### config.mk
export PLATFORM = sky130hd
export DESIGN_NAME = pc_unit
export DESIGN_NICKNAME = d
export VERILOG_FILES = /design/src/rtl/pc_unit.sv
export SDC_FILE = /design/constraint.sdc
export NUM_CORES = 1
export LEC_CHECK = 0
export CAP_MARGIN = 20
export CORE_AREA = 10 10 97 99
export CTS_CLUSTER_DIAMETER = 100
export CTS_CLUSTER_SIZE = 8
export DETAILED_ROUTE_END_ITERATION = 6
export DIE_AREA = 0 0 107 109
export PLACE_DENSITY = 0.87
export SYNTH_ARGS = -nofsm -noshare
export SYNTH_HDL_FRONTEND = slang
export SYNTH_SLANG_ARGS = --single-unit
### constraint.sdc
create_clock -name CLK -period 8 [get_ports CLK]
set_input_delay 1.6 -clock CLK [delete_from_list [all_inputs] [get_ports CLK]]
set_output_delay 1.6 -clock CLK [all_outputs]
set_load 0.05 [all_outputs]
### src/rtl/pc_unit.sv
// pc_unit: fetch-stage program counter with stall, halt/resume and trap-on-misalign.
// Define PC_RAS_EN to build in the return-address stack.
module pc_unit #(
  parameter int unsigned      WIDTH     = 32,
  parameter int unsigned      STEP      = 4,
  parameter logic [WIDTH-1:0] RESET_VEC = '0,
  parameter logic [WIDTH-1:0] EXC_VEC   = WIDTH'(32'h80),
  parameter int unsigned      RAS_DEPTH = 4
) (
  input  logic             CLK,
  input  logic             RESET,
  input  logic             STALL,
  input  logic             HALT,
  input  logic             RESUME,
  input  logic             BR_TAKE,
  input  logic [WIDTH-1:0] BR_OFF,
  input  logic             JMP_TAKE,
  input  logic [WIDTH-1:0] JMP_TGT,
  input  logic             CALL,
  input  logic             RET,
  output logic [WIDTH-1:0] PC_OUT,
  output logic             PC_VALID,
  output logic             MISALIGN,
  output logic             RAS_EMPTY,
  output logic             RAS_UFLOW
);

  typedef enum logic [1:0] {
    S_BOOT,
    S_RUN,
    S_HALT
  } state_e;

  localparam logic [WIDTH-1:0] STEP_W = WIDTH'(STEP);

  state_e           state_q, state_d;
  logic [WIDTH-1:0] pc_q, pc_d;
  logic             mis_q, mis_d;
  logic             uflow_q, uflow_d;
  logic [WIDTH-1:0] seq_pc;
  logic [WIDTH-1:0] tgt;
  logic             redir;
  logic             ret_req;
  logic             rs_empty;
  logic [WIDTH-1:0] rs_top;

  assign seq_pc = pc_q + STEP_W;

`ifdef PC_RAS_EN
  localparam int unsigned AW = (RAS_DEPTH > 1) ? $clog2(RAS_DEPTH) : 1;
  localparam logic [AW:0] FULL = (AW+1)'(RAS_DEPTH);

  logic [WIDTH-1:0] ras_q [RAS_DEPTH];
  logic [WIDTH-1:0] ras_d [RAS_DEPTH];
  logic [AW-1:0]    top_q, top_d;
  logic [AW:0]      cnt_q, cnt_d;
  logic             adv, push, pop;

  assign adv      = (state_q == S_RUN) && !HALT && !STALL;
  assign push     = adv && JMP_TAKE && CALL;
  assign pop      = adv && !JMP_TAKE && !BR_TAKE && RET && !rs_empty;
  assign ret_req  = RET;
  assign rs_empty = (cnt_q == '0);
  assign rs_top   = ras_q[top_q];

  // Circular buffer: a push when full silently drops the oldest entry.
  always_comb begin
    top_d = top_q;
    cnt_d = cnt_q;
    ras_d = ras_q;
    if (push) begin
      top_d        = top_q + 1'b1;
      ras_d[top_d] = seq_pc;
      if (cnt_q != FULL) cnt_d = cnt_q + 1'b1;
    end else if (pop) begin
      top_d = top_q - 1'b1;
      cnt_d = cnt_q - 1'b1;
    end
  end

  always_ff @(posedge CLK or negedge RESET) begin
    if (!RESET) begin
      top_q <= '0;
      cnt_q <= '0;
      for (int i = 0; i < RAS_DEPTH; i++) ras_q[i] <= '0;
    end else begin
      top_q <= top_d;
      cnt_q <= cnt_d;
      ras_q <= ras_d;
    end
  end
`else
  localparam int unsigned unused_depth = RAS_DEPTH;
  logic unused_ras;

  assign unused_ras = ^{CALL, RET};
  assign ret_req    = 1'b0;
  assign rs_empty   = 1'b1;
  assign rs_top     = '0;
`endif

  always_comb begin
    state_d = state_q;
    pc_d    = pc_q;
    mis_d   = 1'b0;
    uflow_d = 1'b0;
    tgt     = seq_pc;
    redir   = 1'b0;
    case (state_q)
      S_BOOT: state_d = S_RUN;
      S_HALT: if (RESUME) state_d = S_RUN;
      default: begin
        if (HALT) begin
          state_d = S_HALT;
        end else if (!STALL) begin
          if (JMP_TAKE) begin
            tgt   = JMP_TGT;
            redir = 1'b1;
          end else if (BR_TAKE) begin
            tgt   = pc_q + BR_OFF;
            redir = 1'b1;
          end else if (ret_req && !rs_empty) begin
            tgt   = rs_top;
            redir = 1'b1;
          end else if (ret_req) begin
            uflow_d = 1'b1;
          end
          if (redir && (tgt[1:0] != 2'b00)) begin
            pc_d  = EXC_VEC;
            mis_d = 1'b1;
          end else begin
            pc_d = tgt;
          end
        end
      end
    endcase
  end

  always_ff @(posedge CLK or negedge RESET) begin
    if (!RESET) begin
      state_q <= S_BOOT;
      pc_q    <= RESET_VEC;
      mis_q   <= 1'b0;
      uflow_q <= 1'b0;
    end else begin
      state_q <= state_d;
      pc_q    <= pc_d;
      mis_q   <= mis_d;
      uflow_q <= uflow_d;
    end
  end

  assign PC_OUT    = pc_q;
  assign PC_VALID  = (state_q == S_RUN);
  assign MISALIGN  = mis_q;
  assign RAS_EMPTY = rs_empty;
  assign RAS_UFLOW = uflow_q;

endmodule

# Word level (Yosys, flattened, before mapping)
# Index checks and enable logic that the tools add are counted.
# totals
register_bits,35
out_inout_bits,36
input_bits,73
word_cells,36
# op_classes
n_reduce_logical,7
add_sub_neg,2
bitwise,3
n_mux,18
eq_ne,3
# ops
op,count
two-way mux 32 bit,6
adder 32 x 3 -> 32 bit (second input constant),1
adder 32 bit,1
two-way mux 1 bit,9
two-way mux 2 bit,2
case mux 2 bit (2 select lines),1
NOT 1 bit,3
AND reduction 3 bit,1
nonzero test 3 bit,1
equality test 2 x 1 -> 1 bit (second input constant),1
equality test 2 bit (second input constant),1
zero test 2 bit,1
inequality test 2 bit (second input constant),1
AND reduction 2 bit,1
nonzero test 2 bit,1
OR reduction 2 bit,1
logical AND 1 bit,1

# Depth between registers and ports, before layout
# depth
word_depth,12
ltp_mapped,11

# Worst setup path before layout
# No wires, ideal clock.
# synth_timing
path_kind,input-to-reg
startpoint,input port BR_OFF[0]
endpoint,register pc_q[24] (netlist: PC_OUT[24])
arrival_time_ps,3895
setup_time_ps,126
path_buffers,0
required_ps,7874
setup_slack_ps,3978
path_stages,11
path_cell_list,ha_1 > fa_1 > a21oi_1 > o22ai_1 > o21a_2 > o2111ai_2 > nand3b_2 > a221oi_2 > xor2_1 > a21oi_1 > a221o_1
# synth_between
elab_chain_len,9
# synth_rtl
element,line,text
from (decl),16,"input logic [WIDTH-1:0] BR_OFF,"
adder 32 bit *,120,tgt = pc_q + BR_OFF;
two-way mux 32 bit *,119,end else if (BR_TAKE) begin
two-way mux 32 bit *,116,if (JMP_TAKE) begin
two-way mux 32 bit *,115,end else if (!STALL) begin
two-way mux 32 bit *,113,if (HALT) begin
two-way mux 32 bit *,109,case (state_q)
nonzero test 2 bit,128,if (redir && (tgt[1:0] != 2'b00)) begin
logical AND 1 bit,128,
two-way mux 32 bit *,128,
to (signal assigned),147,pc_q <= pc_d;
to (decl),37,"logic [WIDTH-1:0] pc_q, pc_d;"
# Mark *: on every way between the ends. The rest lies on a longest branch, timed or not. The select of a mux whose other input is x is not followed.
# A chain may end at the register's enable or synchronous reset.

# Final worst setup path
# Same ends and word-level chain as after synthesis.

==> results_dict.tcl <==
set metrics [dict create \
    status "finished, final reports clean" \
    drt_iter0_markers 391 \
    slowest_delay_ps 410 \
    dpl_worst_slack_ps 3150 \
    clock.fmax_mhz 217 \
    hold_path.class "reg -> reg" \
    synth-edff-count 0 \
    remaining_drc_errors 0 \
    cts_root_buf "clkbuf_8" \
    gp_congestion 0.989 \
    layout.cells.non_filler 710 \
    cts_buffers 5 \
    grt_max_degree 42 \
    synth-seq-cells 35 \
    clk_latency_ps 300 \
    switching_share 0.518 \
    critPathKind "in -> reg" \
    fin_crit_sh 0.577 \
    drive_gt1_frac 0.0510 \
    cts_resized 0 \
    slew_viol_final 0 \
    diodes 0 \
    synth_compound_area_frac 0.301 \
    netlist_area_mm2 0.00399 \
    cts_hold_buf 0 \
    cap_violations 0 \
    dp_cells 702 \
    synthMuxAreaShare 0.0125 \
    p_sw_uw 684 \
    synthSimpleGateAreaFrac 0.212 \
    antenna_found_initial 0 \
    wl_per_cell_um 19.3 \
    cp_slowest_cell "clkdlybuf4s50_1" \
    cp-startpoint "BR_OFF[0]" \
    wl_mm 13.7 \
    power_density_mw_per_mm2 256 \
    hold_violations 0 \
    synth_nets 616 \
    path_cells "clkdlybuf4s50_1 -> ha_1 -> fa_1 -> a21oi_1 -> o22ai_1 -> o21a_2 -> o2111ai_2 -> nand3b_2 -> a221oi_2 -> xor2_1 -> a21oi_1 -> a221o_1" \
    period_needed_ps 4620 \
    cts_setup_buffers 0 \
    cp-start-kind "input pin" \
    htreeDepth 2 \
    comb_power_share 0.662 \
    dieArea_mm2 0.0117 \
    clock_power_share 0.101 \
    vias 4395 \
    ir_drop_v 0.000118 \
    grt.overflow.total 0 \
    hold_path_startpoint "state_q[1]" \
    finClkSkew_ps 6.02 \
    async_flop_share 1.00 \
    port_buffers 104 \
    fin_ws_ps 3380 \
    cp_common_cell "a21oi_1" \
    cp-end-kind "flip-flop" \
    yosysSeqAreaShare 0.220 \
    internal_power_uw 637 \
    fp-row-count 32 \
    worstMarginPinSlew_ps 594 \
    nFillCells 649 \
    tritoncts "yes" \
    synth_top_family_by_area "compound AO/OA/AOI/OAI gates" \
    area_growth_pct 29.4 \
    synth_warnings 0 \
    p_seq_frac 0.236 \
    start_util 0.530 \
    synth-xor-area-share 0.105 \
    crit_arrival_ps 4800 \
    required_ps 8190 \
    slew-limit-headroom 0.603 \
    whs_ps 510 \
    grt_use_total 0.229 \
    synth_cell_type_count 66 \
    postSynthAreaPerCell_um2 7.82 \
    drtAntennaViolNets 0 \
    grt_pass1_wl_mm 21.9 \
    leakagePower_uw 0.00214 \
    fin_tns_setup_ps 0 \
    clock_path_buffers 2 \
    fp.dieH_um 109 \
    clkSinkCount 35 \
    first_pass_iters 5 \
    nets 713 \
    r2r-start "PC_OUT[0]" \
    rsz0062_at_grt "no" \
    die_x_um 107 \
    netlist_instances 510 \
    yosys.area_share.adder 0.105 \
    path_max_fanout 4 \
    vias_per_cell 6.19 \
    fin_util 0.686 \
    setup_viol 0 \
    core_area_mm2 0.00753 \
    synth_ff_type "dfrtp_1" \
    path_clk_slew_ps 80 \
    grt_pass1_vias 4438 \
    io_pins 109 \
    hpwl_mm 10.5 \
]
[cell type report]
cell class                      count  area (µm²)  area share
Tap cell                          102         128      0.0247
Timing Repair Buffer              110        1090       0.210
Clock inverter                      3        15.0     0.00291
Multi-Input combinational cell    444        2950       0.571
Sequential cell                    35         876       0.170
Inverter                           11        41.3     0.00800
Clock buffer                        5        68.8      0.0133
[path summary, 6_finish.rpt]
path	end	slack [ps]	depth (start not counted)
max	PC_OUT[24]	3380	12
min	state_q[0]	510	1
max reg2reg	PC_OUT[24]	4700	11
min reg2reg	state_q[0]	510	1
max in group asynchronous	PC_OUT[22]	5940	2
min in group asynchronous	PC_OUT[3]	1720	2
[power groups by stage]
stage          Clock (µW)  Sequential (µW)  Combinational [µW]
3_5_place_dp            0              312                 859
6_report              134              312                 875
5_1_grt               141              319                 944
4_1_cts               134              308                 865
2_1_floorplan           0              447                 467
3_3_place_gp            0              309                 838
[cells by family after synthesis]
| kind of cell | count (synthesis) |
|---|---|
| adder cells (fa/ha/maj) | 33 |
| flip-flops | 35 |
| AND/OR/NAND/NOR | 175 |
| buffers and inverters | 31 |
| XOR/XNOR | 48 |
| AO/OA/AOI/OAI | 181 |
| multiplexers | 5 |
| other | 2 |
[synthesized netlist by cell type (12+ instances only)]
cell type / number / area, µm²
nor2_1: 48 / 180
a21o_1: 14 / 105
xnor2_1: 30 / 263
nand3_1: 16 / 80.1
a211oi_1: 12 / 90.1
o21ai_0: 39 / 195
xor2_1: 18 / 158
nand2_1: 46 / 173
a21oi_1: 49 / 245
nand4_1: 13 / 81.3
dfrtp_1: 35 / 876
ha_1: 32 / 400
clkbuf_1: 12 / 45.0
[registers in the layout, indices dropped and copies added (netlist names)]
| signal | cells |
|---|---|
| state_q | 2 |
| MISALIGN | 1 |
| PC_OUT | 32 |
[worst max-delay path, delay by kind of cell]
| family | cells | cell delay (ps) |
|---|---|---|
| AOI/OAI and AO/OA | 7 | 1730 |
| adders and majority gates | 2 | 630 |
| buffers and inverters | 1 | 410 |
| xor gates and xnor gates | 1 | 280 |
| and+or+nand+nor | 1 | 150 |
[placed cells by master, fill, tap and decap left out, drive strengths merged, types with 12 or more instances in the layout]
| master | instances |
|---|---|
| clkdlybuf4s50 | 104 |
| a21oi | 50 |
| nor2 | 49 |
| nand2 | 46 |
| o21ai | 41 |
| dfrtp | 35 |
| ha | 32 |
| xnor2 | 30 |
| xor2 | 18 |
| nand3 | 16 |
| a21o | 14 |
| nand4 | 13 |
| a211oi | 12 |
| nor3 | 12 |
[per-layer routing]
layer	up-vias	global-route usage	share of wire
met3	21	0.0401	0.082
met5	-	0	0
met1	2070	0.279	0.40
li1	2086	-	-
met2	218	0.399	0.50
met4	0	0.0783	0.017
[per-stage QoR]
step           cell area (µm²)  total power (µW)
2_1_floorplan             3990               915
3_3_place_gp              5070              1150
3_5_place_dp              5080              1170
4_1_cts                   5160              1310
5_1_grt                   5160              1400
6_report                  5160              1320
Power figures use the tool's default switching activity.
